## config.mk

```make
export PLATFORM = sky130hd
export DESIGN_NAME = seg_mux
export DESIGN_NICKNAME = d
export VERILOG_FILES = /design/src/rtl/seg_pkg.sv /design/src/rtl/seg_bcd_conv.sv /design/src/rtl/seg_mux.sv
export SDC_FILE = /design/constraint.sdc
export NUM_CORES = 1
export LEC_CHECK = 0
export BUFFER_PORTS_ARGS = -buffer_cell sky130_fd_sc_hd__buf_2
export CORE_MARGIN = 10
export CORE_UTILIZATION = 55
export CTS_BUF_LIST = sky130_fd_sc_hd__clkbuf_8 sky130_fd_sc_hd__clkbuf_16
export CTS_CLUSTER_DIAMETER = 80
export CTS_CLUSTER_SIZE = 20
export DETAILED_ROUTE_END_ITERATION = 8
export HOLD_SLACK_MARGIN = 0.05
export PLACE_DENSITY = 0.74
export SYNTH_ARGS = -nofsm -noshare
export SYNTH_HDL_FRONTEND = slang
export SYNTH_SLANG_ARGS = --single-unit
```

## constraint.sdc

```tcl
create_clock -name ck -period 4.61 [get_ports ck]
set_input_delay 0.461 -clock ck [delete_from_list [all_inputs] [get_ports ck]]
set_output_delay 0.461 -clock ck [all_outputs]
set_load 0.05 [all_outputs]
```

## src/rtl/seg_pkg.sv

```systemverilog
// Shared segment encodings and helpers for the multiplexed seven-segment driver.
package seg_pkg;

    localparam int         MAX_DIGITS = 8;
    localparam logic [6:0] SEG_BLANK  = 7'b1111111;
    localparam logic [6:0] SEG_DASH   = 7'b1111110;

    // Active-low cathodes, bit6=a ... bit0=g; non-decimal codes render blank.
    function automatic logic [6:0] seg_cath(input logic [3:0] nibble);
        logic [6:0] pat;
        case (nibble)
            4'd0:    pat = 7'b0000001;
            4'd1:    pat = 7'b1001111;
            4'd2:    pat = 7'b0010010;
            4'd3:    pat = 7'b0000110;
            4'd4:    pat = 7'b1001100;
            4'd5:    pat = 7'b0100100;
            4'd6:    pat = 7'b0100000;
            4'd7:    pat = 7'b0001111;
            4'd8:    pat = 7'b0000000;
            4'd9:    pat = 7'b0001100;
            default: pat = SEG_BLANK;
        endcase
        return pat;
    endfunction

    function automatic logic [31:0] pow10(input int n);
        logic [31:0] r;
        r = 32'd1;
        for (int i = 0; i < n; i++) begin
            r = r * 32'd10;
        end
        return r;
    endfunction

endpackage

```

## src/rtl/seg_bcd_conv.sv

```systemverilog
// Sequential double-dabble: one add-3/shift iteration per cycle, VAL_W cycles per value.
// The bcd/ovf outputs are the display register and only change when a conversion completes.
module seg_bcd_conv
    import seg_pkg::*;
#(
    parameter int DIGITS = 4,
    parameter int VAL_W  = 14
) (
    input  logic                  ck,
    input  logic                  rst_n,
    input  logic                  start,
    input  logic [VAL_W-1:0]      bin,
    output logic                  busy,
    output logic [4*DIGITS-1:0]   bcd,
    output logic                  ovf
);

    localparam int          BCD_W   = 4 * DIGITS;
    localparam int          CNT_W   = $clog2(VAL_W + 1);
    localparam logic [31:0] MAX_VAL = pow10(DIGITS) - 32'd1;

    logic                    busy_q;
    logic                    ovf_w_q;
    logic                    ovf_q;
    logic [CNT_W-1:0]        cnt_q;
    logic [BCD_W-1:0]        bcd_w_q;
    logic [VAL_W-1:0]        bin_w_q;
    logic [BCD_W-1:0]        bcd_q;

    logic [BCD_W-1:0]        adj_d;
    logic [BCD_W+VAL_W-1:0]  shift_d;

    always_comb begin
        adj_d = bcd_w_q;
        for (int i = 0; i < DIGITS; i++) begin
            if (bcd_w_q[4*i +: 4] >= 4'd5) begin
                adj_d[4*i +: 4] = bcd_w_q[4*i +: 4] + 4'd3;
            end
        end
        shift_d = {adj_d, bin_w_q} << 1;
    end

    // The final iteration's result goes straight to the display register on the edge busy drops.
    always_ff @(posedge ck) begin
        if (!rst_n) begin
            busy_q  <= 1'b0;
            ovf_w_q <= 1'b0;
            ovf_q   <= 1'b0;
            cnt_q   <= '0;
            bcd_q   <= '0;
        end else if (!busy_q) begin
            if (start) begin
                busy_q  <= 1'b1;
                bin_w_q <= bin;
                bcd_w_q <= '0;
                cnt_q   <= '0;
                ovf_w_q <= (32'(bin) > MAX_VAL);
            end
        end else begin
            {bcd_w_q, bin_w_q} <= shift_d;
            cnt_q              <= cnt_q + CNT_W'(1);
            if (cnt_q == CNT_W'(VAL_W - 1)) begin
                busy_q <= 1'b0;
                bcd_q  <= shift_d[BCD_W+VAL_W-1 -: BCD_W];
                ovf_q  <= ovf_w_q;
            end
        end
    end

    assign busy = busy_q;
    assign bcd  = bcd_q;
    assign ovf  = ovf_q;

endmodule

```

## src/rtl/seg_mux.sv

```systemverilog
// Multiplexed active-low seven-segment driver: BCD conversion, digit scan and output registers.
// Optional feature macro SEG_LZB_EN enables leading-zero blanking (digit 0 always shown).
module seg_mux
    import seg_pkg::*;
#(
    parameter int DIGITS      = 4,
    parameter int VAL_W       = 14,
    parameter int REFRESH_DIV = 50000
) (
    input  logic             ck,
    input  logic             rst_n,
    input  logic [VAL_W-1:0] num,
    input  logic             load,
    output logic             busy,
    output logic [6:0]       dig,
    output logic [7:0]       an
);

    localparam int PRE_W = (REFRESH_DIV > 1) ? $clog2(REFRESH_DIV) : 1;

    logic [4*DIGITS-1:0] bcd;
    logic                ovf;

    logic [PRE_W-1:0]    pre_q;
    logic [2:0]          idx_q;
    logic [6:0]          dig_q;
    logic [7:0]          an_q;

    logic [DIGITS-1:0]   keep;
    logic [3:0]          nib;
    logic                lit;
    logic [6:0]          dig_d;
    logic [7:0]          an_d;
`ifdef SEG_LZB_EN
    logic                seen;
`endif

    seg_bcd_conv #(
        .DIGITS (DIGITS),
        .VAL_W  (VAL_W)
    ) u_conv (
        .ck    (ck),
        .rst_n (rst_n),
        .start (load),
        .bin   (num),
        .busy  (busy),
        .bcd   (bcd),
        .ovf   (ovf)
    );

    // keep[i] marks digits that are lit; blanking walks down from the most significant digit.
    always_comb begin
        keep = '1;
`ifdef SEG_LZB_EN
        seen = 1'b0;
        for (int i = DIGITS - 1; i >= 0; i--) begin
            seen    = seen | (bcd[4*i +: 4] != 4'd0);
            keep[i] = seen | (i == 0);
        end
`endif
    end

    always_comb begin
        nib = 4'd0;
        lit = 1'b1;
        for (int i = 0; i < DIGITS; i++) begin
            if (idx_q == 3'(i)) begin
                nib = bcd[4*i +: 4];
                lit = keep[i];
            end
        end

        an_d        = 8'hFF;
        an_d[idx_q] = 1'b0;

        if (ovf) begin
            dig_d = SEG_DASH;
        end else if (!lit) begin
            dig_d = SEG_BLANK;
        end else begin
            dig_d = seg_cath(nib);
        end
    end

    always_ff @(posedge ck) begin
        if (!rst_n) begin
            pre_q <= '0;
            idx_q <= 3'd0;
            dig_q <= SEG_BLANK;
            an_q  <= 8'hFF;
        end else begin
            if (pre_q == PRE_W'(REFRESH_DIV - 1)) begin
                pre_q <= '0;
                idx_q <= (idx_q == 3'(DIGITS - 1)) ? 3'd0 : idx_q + 3'd1;
            end else begin
                pre_q <= pre_q + PRE_W'(1);
            end
            dig_q <= dig_d;
            an_q  <= an_d;
        end
    end

    assign dig = dig_q;
    assign an  = an_q;

endmodule

```

==> results of run 1 <==
kinds of logic (layout without fill, tap and decap cells):
group	count (synthesis)	in the layout	synth area share, %
AO/OA/AOI/OAI	63	63	10.60
XOR/XNOR	19	19	4.028
buffers and inverters	37	68	3.785
adder cells (fa/ha/maj)	21	21	6.360
flip-flops	87	87	49.42
multiplexers	21	21	5.482
AND/OR/NAND/NOR	160	160	20.32
synth_stat cells (3+ instances only):
master	count	area share (%)
nand3_1	14	1.7
nor3_1	7	0.85
a21oi_1	18	2.2
nor2b_1	20	3.0
xor2_1	7	1.5
nand2b_1	7	1.1
and3_1	3	0.45
nand4_1	5	0.76
inv_1	18	1.6
o211a_1	7	1.7
o21ai_0	11	1.3
dfxtp_1	57	28
nor2_1	26	2.4
mux2_2	13	3.5
buf_2	5	0.61
nand3b_1	3	0.55
nand2_1	41	3.7
xnor2_1	12	2.5
edfxtp_1	30	22
ha_1	21	6.4
clkbuf_1	12	1.1
nor3b_1	12	2.2
and2_1	15	2.3
mux2i_1	8	1.9
a21boi_0	11	2.0
worst max-delay path: stages, from the launching register on:
cell and delay (ns):
dfxtp_1 0.51, inv_1 0.14, ha_1 0.30, a21oi_1 0.14, o21ai_0 0.09, a32oi_1 0.42
inv_1 0.15, ha_1 0.24, o21ai_0 0.18, o2111ai_1 0.13, a21boi_1 0.17
stage by stage:
step,std cells,hold slack [ns],instance area (um2)
final,538,0.3962,4539
after global routing,538,0.3934,4539
after CTS,538,0.3793,4539
after detailed placement,522,0.4389,4344
after global placement,522,0.4277,4344
after floorplan,408,0.4132,4131
power by group through the flow:
stage          Combinational, mW  Clock (mW)  Sequential (mW)
4_1_cts                    0.121       0.539            0.837
6_report                   0.119       0.523            0.837
5_1_grt                    0.134       0.566            0.840
3_3_place_gp               0.117           0            0.854
3_5_place_dp               0.120           0            0.855
2_1_floorplan             0.0766           0            0.866
worst min path at each step:
stage / startpoint / slack (ns) / end
global placement: pre_q[0] / 0.43 / pre_q[0]
finish: num[0] / 0.40 / u_conv.bin_w_q[0]
global route: num[0] / 0.39 / u_conv.bin_w_q[0]
detailed placement: pre_q[0] / 0.44 / pre_q[0]
floorplan: pre_q[0] / 0.41 / pre_q[0]
CTS: num[0] / 0.38 / u_conv.bin_w_q[0]
per-layer routing:
layer  track usage [%]  up-vias
met1             15.92     1322
met3             4.491       11
li1                  -     1465
met2             21.03       38
met4             5.222        0
met5                 0        -
flip-flops by register name, summed over array words and instances, names as in the netlist:
signal	cells
u_conv.bin_w_q	14
idx_q	3
an	8
pre_q	16
u_conv.busy	1
dig	7
u_conv.bcd	16
u_conv.ovf	1
u_conv.bcd_w_q	16
u_conv.cnt_q	4
u_conv.ovf_w_q	1
cell type report:
type | count | share of cell area [%]
Clock buffer | 9 | 2.729
Clock inverter | 7 | 1.571
Inverter | 18 | 1.488
Multi-Input combinational cell | 284 | 42.64
Sequential cell | 87 | 44.98
Tap cell | 99 | 2.729
Timing Repair Buffer | 34 | 3.859
==> metrics.md, run 1 <==
| Metric | Value |
|---|---|
| Number of synthesized flops with an enable pin | `30` |
| Most frequent cells in the layout | `dfxtp_1, nand2_1, buf_2` |
| CP Max Fanout | `9` |
| Maximum vdd drop | `0.0001863 V` |
| Leakage power | `about 1.8 nW` |
| Worst setup SP type | `flip-flop` |
| First-pass detailed-route iteration total | `4` |
| GR Overflow Total | `0` |
| Skew-Pair Late Insertion Delay | `0.36 ns` |
| Reg-to-reg critical path startpoint | `idx_q[0]` |
| # DRC | `0` |
| Fraction of layout cells with a size suffix above 1 | `15.26%` |
| Hold-fix buffers at CTS | `0` |
| Worst r2r path cells | `10` |
| WL met1 | `3440 um` |
| Pint | `approximately 1.1 mW` |
| Post-CTS Setup Repair Bufs | `0` |
| Part of the Yosys area used for sequential elements | `between 40% and 50%` |
| Synth cell types | `46` |
| RePlAce Congestion | `0.8494` |
| TritonCTS clock tree | `yes` |
| Synthesized area per cell | `10.13 um2` |
| Fmax | `~380 MHz` |
| Slew Limit Fails | `0` |
| Setup TNS | `0 ns` |
| Initial Utilization | `56.66%` |
| Multi-input gate area | `1936 um2` |
| Slew of the pin with the lowest slew margin | `approximately 0.79 ns` |
| Post-CTS Resized | `0` |
| Met2 routed WL | `3253 um` |
| Detailed placement HPWL | `5118 um` |
| Critical path type | `reg2reg` |
| Vias in the first global route | `2,816` |
| Gr usage total | `13.15%` |
| Number of diodes | `0` |
| Via count | `2,836` |
| Skew final | `0.01556 ns` |
| H-Tree Level Count | `3` |
| Port bufs | `32` |
| Clock power share | `a little over a third` |
| Hold depth | `2` |
| Synth Instances | `408` |
| Area delta synth->final | `9.873%` |
| Final setup violation count | `0` |
| Die Wd | `approximately 110 um` |
| Slew headroom | `between 40% and 50%` |
| Final WS setup | `~2.0 ns` |
| Core Area | `around 7300 um2` |
| Syn_nets | `446` |
| Ports | `33` |
| Leading register cell type out of synthesis | `dfxtp_1` |
| Initial DRC Count | `73` |
| Met3 WL | `334 um` |
| Post-place setup slack | `2.062 ns` |
| Top Layer Used | `met4` |
| Part of the power in combinational logic | `8.0%` |
| Sw Pwr | `0.3542 mW` |
| Vias per cell | `5.271` |
| Die height | `~110 um` |
| Maxcap violations | `0` |
| Kind of end point of the critical path | `flip-flop` |
| Worst-path clk slew | `0.09 ns` |
| # fillers | `about 630` |
| Total Routed Length | `7145 um` |
| PnR Total Power | `1.478 mW` |
| Fin util | `slightly above 60%` |
| CP required | `4.82 ns` |
| Final ANT Viol Nets | `0` |
| Hold WC Path Type | `in2reg` |
| Cell area power density | `325.6 nW/um2` |
| Setup repair after global routing missed its margin | `false` |
| Largest net degree at the start of global routing | `between 40 and 50` |
| Critical Path Start | `idx_q[0]` |
| Flop pwr share | `56.6%` |
| Commonest non-fill, non-tap cell in the layout | `dfxtp_1` |
| Ys Warns | `0` |
| Antenna violations before repair | `0` |
| First-pass GRT wire length | `12,570 um` |
| FF+latch count, synth | `a little under 90` |
| CP Data Arrival Time | `2.82 ns` |
| R2R Setup Slk | `2.00 ns` |
| Die area | `11,380 um2` |
| Nets | `~470` |
| Reg area | `2042 um2` |
| Setup crit end | `dig[0]` |
| Ys async rst share | `0%` |
| Hold Vio Cnt, Final | `0` |
| Clock Path Buffers | `2` |
| Final min period | `2.612 ns` |
| Critical R2R Capture | `dig[0]` |
| Cell Area, Synth | `between 4000 and 5000 um2` |
| Clock Tree Root | `clkbuf_8` |
| Final period util | `between 50 and 60%` |
| CTS Buf Count | `9` |
| FP Rows | `31` |
| Clock tree sinks | `87` |
| Outcome | `complete, no violations` |
| Average wire per cell in the routed design | `13.28 um` |
| Switching Fraction | `23.96%` |
(Power assumes the default switching activity.)
==> run 2: changes to the inputs <==
Settings changed: ABC_AREA set to 1, CORE_UTILIZATION 55 to 54, PLACE_DENSITY 0.74 to 0.76.
Clock period 4.61 ns to 2.2 ns, I/O delays scaled along.
==> run 2 against run 1 <==
Global-route usage rose by 0.15 points. Sequential cell count did not move. Register-to-register slack got worse by 1.9 ns. Sequential power rose by 110%. Synthesized cell count rose by 24%. Non-clock buffer count rose by 6. Wire length rose by 4.6%.
==> metrics.md, run 2 <==
| Metric | Value |
|---|---|
| Sw Pwr | `0.7357 mW` |
| First-pass detailed-route iteration total | `6` |
| Initial DRC Count | `136` |
| Switching Fraction | `24.07%` |
| Leakage power | `around 2 nW` |
| Post-place setup slack | `0.07443 ns` |
| # placed instances | `633` |
| Skew final | `~0.011 ns` |
| Skew-Pair Late Insertion Delay | `0.35 ns` |
| Final hold slack | `0.1356 ns` |
| Fin cells | `~650` |
| Most frequent cells in the layout | `nand2_1, inv_1, dfxtp_1` |
| Hold Vio Cnt, Final | `0` |
| Largest family of logic cells by synthesized area | `simple AND/OR/NAND/NOR gates` |
| Die Wd | `roughly 110 um` |
| Fin util | `60.68%` |
| Area delta synth->final | `11.01%` |
| Yosys top cell area share | `27.30%` |
| Largest net degree at the start of global routing | `31` |
| Post-Place Cell Area | `about 4500 um2` |
| Hold depth | `3` |
| Worst-path clk slew | `0.09 ns` |
| Synth Instances | `504` |
| FF+latch count, synth | `87` |
| Fraction of layout cells with a size suffix above 1 | `between 10% and 20%` |
| H-Tree Level Count | `3` |
| First-pass GRT wire length | `12,760 um` |
| FP Rows | `32` |
| Post-Synth XOR/XNOR Area | `1.676%` |
| TritonCTS clock tree | `yes` |
| Core Area | `~7600 um2` |
| Average wire per cell in the routed design | `11.51 um` |
| CP Max Fanout | `6` |
| Critical Path Start | `idx_q[1]` |
| Vias in the first global route | `3,120` |
| Ports | `33` |
| Final setup violation count | `0` |
| Kind of end point of the critical path | `flip-flop` |
| Via count | `3,216` |
| Flop pwr share | `57.5%` |
| Worst r2r path cells | `11` |
| CP Data Arrival Time | `2.36 ns` |
| Number of synthesized flops with an enable pin | `30` |
| Gr usage total | `13.29%` |
| WHS Endpoint | `u_conv.bin_w_q[3]` |
| Synth cell types | `39` |
| Antenna violations before repair | `0` |
| Slew of the pin with the lowest slew margin | `roughly 0.52 ns` |
| GR Overflow Total | `0` |
| Die height | `108.0 um` |
| Worst setup SP type | `flip-flop` |
| CTS Buf Count | `9` |
| Final ANT Viol Nets | `0` |
| Nets | `580` |
| Maxcap violations | `0` |
| Hold-fix buffers at CTS | `0` |
| Commonest non-fill, non-tap cell in the layout | `nand2_1` |
| RePlAce Congestion | `0.8046` |
| Maximum vdd drop | `0.0003645 V` |
| Min-Delay Startpoint | `num[3]` |
| CP required | `2.50 ns` |
| Reg-to-reg critical path startpoint | `idx_q[1]` |
| Setup TNS | `0 ns` |
| Number of diodes | `0` |
| Initial Utilization | `54.66%` |
| Leading area contributor after synthesis | `dfxtp_1` |
| Ranking of synthesized cells by area | `dfxtp_1, edfxtp_1, nand2_1` |
| Post-synthesis simple-gate area fraction | `23.50%` |
| Part of the power in combinational logic | `8.3%` |
| Final period util | `approximately 94%` |
| Vias per cell | `4.955` |
| Slew headroom | `65.07%` |
| Leading register cell type out of synthesis | `dfxtp_1` |
| Hold WC Path Type | `in2reg` |
| Outcome | `complete, no violations` |
| Final WS setup | `~0.14 ns` |
| Clock Tree Root | `clkbuf_8` |
| Synthesized area per cell | `8.294 um2` |
| Clock tree sinks | `87` |
| Synth Area in Compound Gates | `around 11%` |
| Final min period | `2.059 ns` |
| Clock power share | `34.2%` |
| Slew Limit Fails | `0` |
| Post-Synth Adder-Cell Area | `6.286%` |
| Detailed placement HPWL | `5550 um` |
| Pint | `2.320 mW` |
| Fin area | `between 4000 and 5000 um2` |
| Post-CTS Setup Repair Bufs | `0` |
| Ys Warns | `0` |
| Post-synthesis mux area share | `0%` |
| Top-count cell post-synth | `nand2_1` |
| Cell Area, Synth | `4180 um2` |
| Port bufs | `32` |
| Syn_nets | `542` |
| Total Routed Length | `7472 um` |
| Synth cell count leaders | `nand2_1, inv_1, dfxtp_1` |
| Die area | `11,660 um2` |
| Critical path type | `reg2reg` |
| Fmax | `485.6 MHz` |
| Cell area power density | `about 660 nW/um2` |
| # DRC | `0` |
| Part of the Yosys area used for sequential elements | `48.85%` |
| Critical R2R Capture | `dig[5]` |
| R2R Setup Slk | `0.14 ns` |
| Setup repair after global routing missed its margin | `false` |
| Ys async rst share | `0%` |
| PnR Total Power | `3.056 mW` |
| Clock Path Buffers | `2` |
run 2: repair_timing:
item | in CTS | in global routing
endpoints found under the hold margin | 0 | 0
setup endpoints to repair | 0 | 4
resized for setup | 0 | 4
run 2: layer usage:
layer | share of wire [%] | vias up | global-route usage [%]
met3 | 4.4 | 13 | 4.462
li1 | - | 1695 | -
met5 | 0 | - | 0
met2 | 47 | 44 | 22.76
met4 | 1.9 | 0 | 5.057
met1 | 46 | 1464 | 15.00
run 2: how the worst max path moves through the flow:
| stage | endpoint | cells past startpoint |
|---|---|---|
| 3_5_place_dp | dig[5] | 10 |
| 3_3_place_gp | dig[5] | 10 |
| 2_1_floorplan | u_conv.bcd_w_q[0] | 3 |
| 6_report | dig[5] | 11 |
| 5_1_grt | dig[5] | 11 |
| 4_1_cts | dig[5] | 10 |
run 2: cell families (layout without fill, tap and decap cells):
family	after synthesis	after routing
adder cells (fa/ha/maj)	21	21
XOR/XNOR	8	8
AND/OR/NAND/NOR	221	221
flip-flops	87	87
AO/OA/AOI/OAI	80	80
buffers and inverters	87	130
run 2: area by class of cell:
class	count	area, um2
inverter	74	277.8
fill	675	3007
timing repair buffer	40	220.2
multi-input combinational	330	1790
tap	102	127.6
clock inverter	7	57.56
sequential	87	2043
clock buffer	9	123.9
run 2: power by group through the flow:
| stage | clock, mW | combinational [mW] | sequential [mW] |
|---|---|---|---|
| finish | 1.04 | 0.254 | 1.76 |
| global route | 1.13 | 0.292 | 1.76 |
| floorplan | 0 | 0.164 | 1.81 |
| CTS | 1.07 | 0.259 | 1.76 |
| global placement | 0 | 0.250 | 1.79 |
| detailed placement | 0 | 0.258 | 1.79 |
run 2: critical path: stages (launching register included):
cell	delay [ns]
dfxtp_1	0.32
inv_1	0.09
ha_2	0.20
inv_1	0.06
nor2_1	0.17
nand2_1	0.10
a21boi_1	0.17
o22ai_1	0.08
buf_4	0.16
ha_1	0.30
or2_2	0.29
nand2_1	0.06
